[config.mk]
export PLATFORM = sky130hd
export DESIGN_NAME = coord_normalizer_pipe
export DESIGN_NICKNAME = d
export VERILOG_FILES = /design/src/rtl/coord_norm_pkg.sv /design/src/rtl/coord_axis_clamp.sv /design/src/rtl/coord_normalizer_pipe.sv
export SDC_FILE = /design/constraint.sdc
export NUM_CORES = 1
export LEC_CHECK = 0
export CAP_MARGIN = 20
export CORE_UTILIZATION = 50
export DETAILED_ROUTE_END_ITERATION = 12
export DONT_BUFFER_PORTS = 1
export PLACE_DENSITY_LB_ADDON = 0.25
export SLEW_MARGIN = 20
export SYNTH_ARGS = -nofsm -noshare
export SYNTH_HDL_FRONTEND = slang
export SYNTH_SLANG_ARGS = --single-unit
[constraint.sdc]
create_clock -name clk -period 2.8 [get_ports clk]
set_input_delay 0.56 -clock clk [delete_from_list [all_inputs] [get_ports clk]]
set_output_delay 0.56 -clock clk [all_outputs]
set_load 0.1 [all_outputs]
[src/rtl/coord_norm_pkg.sv]
// coord_norm_pkg: shared definitions for the coordinate normaliser.
//   - default per-point packed widths (input {flags,z,y,x}, output {flags,z,y,x})
//   - axis index constants
//   - popcount helper for clamp-flag vectors (up to POP_W flags)
package coord_norm_pkg;

    localparam int IN_COORD_W_DEF = 16;
    localparam int COORD_W_DEF    = 10;
    localparam int FLAG_W_DEF     = 2;

    // Per-point widths for the default build; the top derives its own
    // from its parameters.
    localparam int IN_PT_W  = 3*IN_COORD_W_DEF + FLAG_W_DEF;
    localparam int OUT_PT_W = 3*COORD_W_DEF + FLAG_W_DEF;

    localparam int AX_X = 0;
    localparam int AX_Y = 1;
    localparam int AX_Z = 2;

    localparam int POP_W = 64;

    function automatic logic [6:0] popcount(input logic [POP_W-1:0] v);
        logic [6:0] n;
        n = '0;
        for (int i = 0; i < POP_W; i++) n += 7'(v[i]);
        return n;
    endfunction

endpackage

[src/rtl/coord_axis_clamp.sv]
// coord_axis_clamp: combinational arithmetic right shift plus clamp of one
// signed coordinate difference into [0, 2^COORD_W-1].
// Ports:
//   diff    in  DIFF_W   signed difference (two's complement)
//   shift   in  SHIFT_W  arithmetic right-shift amount
//   value   out COORD_W  clamped unsigned coordinate
//   lo_flag out 1        shifted value was negative
//   hi_flag out 1        shifted value exceeded 2^COORD_W-1
// DIFF_W must exceed COORD_W.
module coord_axis_clamp #(
    parameter int DIFF_W  = 17,
    parameter int SHIFT_W = 4,
    parameter int COORD_W = 10
) (
    input  logic [DIFF_W-1:0]  diff,
    input  logic [SHIFT_W-1:0] shift,
    output logic [COORD_W-1:0] value,
    output logic               lo_flag,
    output logic               hi_flag
);

    localparam logic signed [DIFF_W-1:0] MAX_V = {{(DIFF_W-COORD_W){1'b0}}, {COORD_W{1'b1}}};

    logic signed [DIFF_W-1:0] sh;

    assign sh      = $signed(diff) >>> shift;
    assign lo_flag = sh[DIFF_W-1];
    assign hi_flag = !lo_flag && (sh > MAX_V);
    assign value   = lo_flag ? '0 : (hi_flag ? '1 : sh[COORD_W-1:0]);

endmodule

[src/rtl/coord_normalizer_pipe.sv]
// coord_normalizer_pipe: per-axis offset and power-of-two scale of a beat of
// NUM_POINTS signed XYZ points, clamped to unsigned COORD_W-bit coordinates,
// through a 2-stage valid/ready pipeline.
//   S1: diff = sext(coord) - sext(offset) per axis, shift and flags captured.
//   S2: shift + clamp (coord_axis_clamp), registered as out_data.
// Ports:
//   clk, reset_n            clock, asynchronous active-low reset
//   in_data/in_valid/in_ready    input beat, point i = {flags,z,y,x} at i*IN point width
//   cfg_offset {z,y,x}, cfg_shift  runtime config, sampled at acceptance
//   out_data/out_valid/out_ready output beat, point i = {flags,z,y,x}
//   clr_stats               synchronous counter clear (wins over increment)
//   clamp_lo_cnt/clamp_hi_cnt    saturating clamp counters
// Optional: COORD_NORM_CLAMP_STATS_EN enables the clamp counters; without it
// the counters read 0 and clr_stats is ignored.
module coord_normalizer_pipe
    import coord_norm_pkg::*;
#(
    parameter int NUM_POINTS = 4,
    parameter int IN_COORD_W = 16,
    parameter int COORD_W    = 10,
    parameter int FLAG_W     = 2,
    parameter int SHIFT_W    = 4,
    parameter int CNT_W      = 16
) (
    input  logic                                      clk,
    input  logic                                      reset_n,
    input  logic [NUM_POINTS*(3*IN_COORD_W+FLAG_W)-1:0] in_data,
    input  logic                                      in_valid,
    output logic                                      in_ready,
    input  logic [3*IN_COORD_W-1:0]                   cfg_offset,
    input  logic [SHIFT_W-1:0]                        cfg_shift,
    output logic [NUM_POINTS*(3*COORD_W+FLAG_W)-1:0]  out_data,
    output logic                                      out_valid,
    input  logic                                      out_ready,
    input  logic                                      clr_stats,
    output logic [CNT_W-1:0]                          clamp_lo_cnt,
    output logic [CNT_W-1:0]                          clamp_hi_cnt
);

    localparam int IPW = 3*IN_COORD_W + FLAG_W;
    localparam int OPW = 3*COORD_W + FLAG_W;
    localparam int DW  = IN_COORD_W + 1;   // difference never overflows
    localparam int NAX = AX_Z + 1;

    logic [2:1] vld_pipe;                  // [1] = S1 valid, [2] = S2 valid
    logic       s1_en, s2_en;

    logic [NUM_POINTS-1:0][NAX-1:0][DW-1:0]      diff_d, s1_diff;
    logic [NUM_POINTS-1:0][FLAG_W-1:0]           flags_d, s1_flags;
    logic [SHIFT_W-1:0]                          s1_shift;
    logic [NUM_POINTS-1:0][NAX-1:0][COORD_W-1:0] clamp_val;
    logic [NUM_POINTS-1:0][NAX-1:0]              lo_flag, hi_flag;
    logic [NUM_POINTS*OPW-1:0]                   out_d;

    assign s2_en     = !vld_pipe[2] || out_ready;
    assign s1_en     = !vld_pipe[1] || s2_en;
    assign in_ready  = s1_en;
    assign out_valid = vld_pipe[2];

    for (genvar p = 0; p < NUM_POINTS; p++) begin : g_pt
        assign flags_d[p] = in_data[p*IPW + NAX*IN_COORD_W +: FLAG_W];
        assign out_d[p*OPW + NAX*COORD_W +: FLAG_W] = s1_flags[p];

        for (genvar a = 0; a < NAX; a++) begin : g_ax
            logic [IN_COORD_W-1:0] crd, off;
            assign crd = in_data[p*IPW + a*IN_COORD_W +: IN_COORD_W];
            assign off = cfg_offset[a*IN_COORD_W +: IN_COORD_W];
            assign diff_d[p][a] = {crd[IN_COORD_W-1], crd} - {off[IN_COORD_W-1], off};

            coord_axis_clamp #(
                .DIFF_W  (DW),
                .SHIFT_W (SHIFT_W),
                .COORD_W (COORD_W)
            ) u_clamp (
                .diff    (s1_diff[p][a]),
                .shift   (s1_shift),
                .value   (clamp_val[p][a]),
                .lo_flag (lo_flag[p][a]),
                .hi_flag (hi_flag[p][a])
            );

            assign out_d[p*OPW + a*COORD_W +: COORD_W] = clamp_val[p][a];
        end
    end

    always_ff @(posedge clk or negedge reset_n) begin
        if (!reset_n) begin
            vld_pipe <= '0;
            s1_diff  <= '0;
            s1_flags <= '0;
            s1_shift <= '0;
            out_data <= '0;
        end else begin
            if (s1_en) vld_pipe[1] <= in_valid;
            // Config is captured with the beat, so later changes never
            // reach a beat already in flight.
            if (s1_en && in_valid) begin
                s1_diff  <= diff_d;
                s1_flags <= flags_d;
                s1_shift <= cfg_shift;
            end
            if (s2_en) begin
                vld_pipe[2] <= vld_pipe[1];
                out_data    <= out_d;
            end
        end
    end

`ifdef COORD_NORM_CLAMP_STATS_EN
    localparam int SUM_W = ((CNT_W > 7) ? CNT_W : 7) + 1;

    function automatic logic [CNT_W-1:0] sat_add(input logic [CNT_W-1:0] c, input logic [6:0] n);
        logic [SUM_W-1:0] s;
        s = SUM_W'(c) + SUM_W'(n);
        return (s[SUM_W-1:CNT_W] != '0) ? '1 : s[CNT_W-1:0];
    endfunction

    logic [6:0] lo_n, hi_n;
    assign lo_n = popcount(POP_W'(lo_flag));
    assign hi_n = popcount(POP_W'(hi_flag));

    always_ff @(posedge clk or negedge reset_n) begin
        if (!reset_n) begin
            clamp_lo_cnt <= '0;
            clamp_hi_cnt <= '0;
        end else if (clr_stats) begin
            clamp_lo_cnt <= '0;
            clamp_hi_cnt <= '0;
        end else if (s2_en && vld_pipe[1]) begin
            clamp_lo_cnt <= sat_add(clamp_lo_cnt, lo_n);
            clamp_hi_cnt <= sat_add(clamp_hi_cnt, hi_n);
        end
    end
`else
    logic unused_stats;
    assign unused_stats = ^{clr_stats, lo_flag, hi_flag};
    assign clamp_lo_cnt = '0;
    assign clamp_hi_cnt = '0;
`endif

endmodule

==> flow_summary.json <==
{
  "area_growth_pct": 12.9,
  "grt_usage": 0.336,
  "synth-main-ff-cell": "dfrtp_1",
  "power_density_nw_per_um2": 839,
  "first_global_vias": 25500,
  "grt_start_max_net_pins": 347,
  "drv_cap": 0,
  "r2r_slack_ns": 0.007,
  "fillCellCount": 5115,
  "rr_worst_depth": 8,
  "p_leak_nw": 15.5,
  "viasPerCell": 6.46,
  "syn_area_per_cell_sq_um": 8.87,
  "numCtsBuffers": 41,
  "fin_skew_ns": 0.0111,
  "via_count": 27400,
  "critPathCaptureType": "flop",
  "cts_root_buf": "clkbuf_16",
  "ys_ff_latch": 346,
  "maxSlewViolCount": 0,
  "tightest_slew_ns": 0.986,
  "ctsLongestPathBuffers": 3,
  "crit_path_max_fanout": 8,
  "drc": 0,
  "die_h_um": 245,
  "cp.required_ns": 3.26,
  "synth_area_sq_um": 29500,
  "nNetsFinal": 3896,
  "critPathKind": "flop to flop",
  "final_util": 0.574,
  "finalWirelength_mm": 103,
  "cts_tree": "done",
  "relSlewSlack": 0.342,
  "synth_edf_count": 0,
  "regArea_sq_um": 8680,
  "routabilityCongestion": 0.994,
  "grt-ovfl-total": 0,
  "async_reset_ff_frac": 1.00,
  "setup_viol": 0,
  "irDropWorstVdd_uv": 755,
  "htreeDepth": 2,
  "rr_endpoint": "out_data[86]$_DFFE_PN0P_",
  "clk_latency_ns": 0.58,
  "grt_pass1_wl_mm": 156,
  "fmax_ghz": 0.358,
  "period_needed_ns": 2.79,
  "drive_above_1_share": 0.153,
  "die-width_um": 245,
  "worstReg2RegStart": "s1_shift[0]$_DFFE_PN0P_",
  "ant_nets": 0,
  "clock_sink_count": 346,
  "netlist-cell-type-count": 75,
  "wl_per_cell_um": 24.4,
  "ys_seq_area_frac": 0.293,
  "multi_input_area_sq_um": 19600,
  "period_share": 0.998,
  "ioPinCount": 419,
  "antenna_found_initial": 6,
  "violations": "negative hold slack",
  "report.power.total_mw": 27.9,
  "holdWs_ns": -0.321,
  "initial_core_util": 0.508,
  "hpwl_mm": 80.8,
  "cts.clk_slew.worst_paths_ns": 0.07,
  "crit_arrival_ns": 3.25,
  "die_area_sq_um": 60000,
  "rsz0062_at_grt": "true",
  "yosysWarnings": 0,
  "hold_viol_final": 346,
  "finish.instance_area_sq_um": 33300,
  "place_area_sq_um": 31600,
  "first_pass_iters": 6,
  "io_buffers": 0,
  "drt_iter0_drc": 2943,
  "core_area_sq_um": 58000,
  "crit_start": "s1_shift[0]$_DFFE_PN0P_",
  "syn_inst": 3328,
  "row_count": 88,
  "hold_path.class": "primary input to asynchronous set/reset pin",
  "crit_path_end": "out_data[86]$_DFFE_PN0P_",
  "cp-start-kind": "flop",
  "outcome": "finished, violations left"
}
## where the power goes
group | total (mW) | internal [mW] | switching [mW]
Sequential | 11.4 | 6.17 | 5.21
Combinational | 11.0 | 4.43 | 6.55
Clock | 5.59 | 3.26 | 2.33
## registers in the layout, summed over array words and instances (netlist names)
name and flops:
s1_diff 204, out_data 128, out_d 8, s1_shift 4, vld_pipe 2
## layout make-up
cell class              instances  share of cell area
multi-input cells            2661               0.588
repair buffers                264              0.0675
diodes                          2            0.000150
well taps                     765              0.0287
flip-flops and latches        346               0.261
clock inverters                23             0.00650
inverters                     121              0.0138
clock buffers                  53              0.0352
## worst max-delay path: stages (launching register included)
cell      delay [ns]
dfrtp_4         0.55
mux4_2          0.41
inv_2           0.04
mux4_2          0.47
or4_4           0.54
nor4b_4         0.21
buf_4           0.19
a211o_4         0.16
o211ai_1        0.10
## stage by stage
stage	std cells	setup TNS (ns)	setup WS, ns
floorplan	3359	0	0.0156
global placement	4145	-0.337	-0.147
detailed placement	4145	-1.49	-0.211
CTS	4223	-0.0976	-0.0360
global route	4234	-0.366	-0.0635
finish	4235	0	0.00673
## repair_timing
action | in CTS | in global routing
cloned | 0 | 3
pin swaps | 0 | 10
gates resized for setup | 5 | 48
buffers inserted | 2 | 7
setup endpoints to repair | 26 | 75
endpoints found under the hold margin | 346 | 346
## layout by cell type, fill, tap and decap left out, types with 21 or more instances in the layout
cell and n:
o21a_1 52, buf_4 240, nor2_1 188, a21o_1 87, o211ai_1 36, o31ai_1 59
mux2_2 55, nor2b_1 36, a211oi_1 76, or3_1 35, a22o_1 52, nand2_1 422
and3_1 26, conb_1 32, o2111ai_1 22, clkbuf_16 43, mux2i_1 214, xor2_1 47
nand2b_1 47, nor3b_1 21, mux4_2 73, ha_1 192, xnor2_1 47, dfrtp_1 341
nand3_1 49, inv_1 116, a31oi_1 39, o221ai_1 27, nor3_1 57, o21ai_0 273
a21oi_1 155
## cells in the mapped netlist, drive strengths merged (37+ instances only)
library cell	count	area share
inv	120	0.015
a21o	87	0.022
o21a	52	0.013
o21ai	280	0.048
a21oi	156	0.026
ha	192	0.081
nor3	59	0.010
nand2b	47	0.010
a31oi	39	0.0083
xnor2	47	0.014
dfrtp	346	0.29
nor2	189	0.024
a211oi	81	0.021
buf	112	0.023
o31ai	59	0.015
nand2	424	0.054
a22o	52	0.015
or3	38	0.0081
mux2i	222	0.075
mux4	73	0.056
nor2b	37	0.0078
nand3	49	0.0083
clkbuf	122	0.016
xor2	47	0.014
mux2	55	0.021
## how the worst min path moves through the flow
stage	to	slack [ns]	cells after the start
6_report	s1_diff[88]$_DFFE_PN0P_	-0.32	0
3_5_place_dp	s1_diff[88]$_DFFE_PN0P_	0.28	0
2_1_floorplan	out_d[126]$_DFFE_PN0P_	0.26	0
5_1_grt	s1_diff[88]$_DFFE_PN0P_	-0.35	0
4_1_cts	s1_diff[88]$_DFFE_PN0P_	-0.34	0
3_3_place_gp	s1_diff[88]$_DFFE_PN0P_	0.28	0
## routing by layer
layer	GRT usage	vias up	share of wire
met5	0	-	0.00065
met4	0.0925	8	0.027
met3	0.103	180	0.12
met2	0.442	1404	0.39
met1	0.519	13200	0.46
li1	-	12500	-
## cell families after synthesis
family                     count (synthesis)  synth area share
buffers and inverters                    355            0.0540
adders and majority gates                204            0.0896
xor gates and xnor gates                  94            0.0279
other                                      1          0.000127
AOI/OAI and AO/OA                       1021             0.232
DFF                                      346             0.293
muxes                                    350             0.152
and+or+nand+nor                          957             0.150
Note: power is estimated with default switching activity, not from simulation.
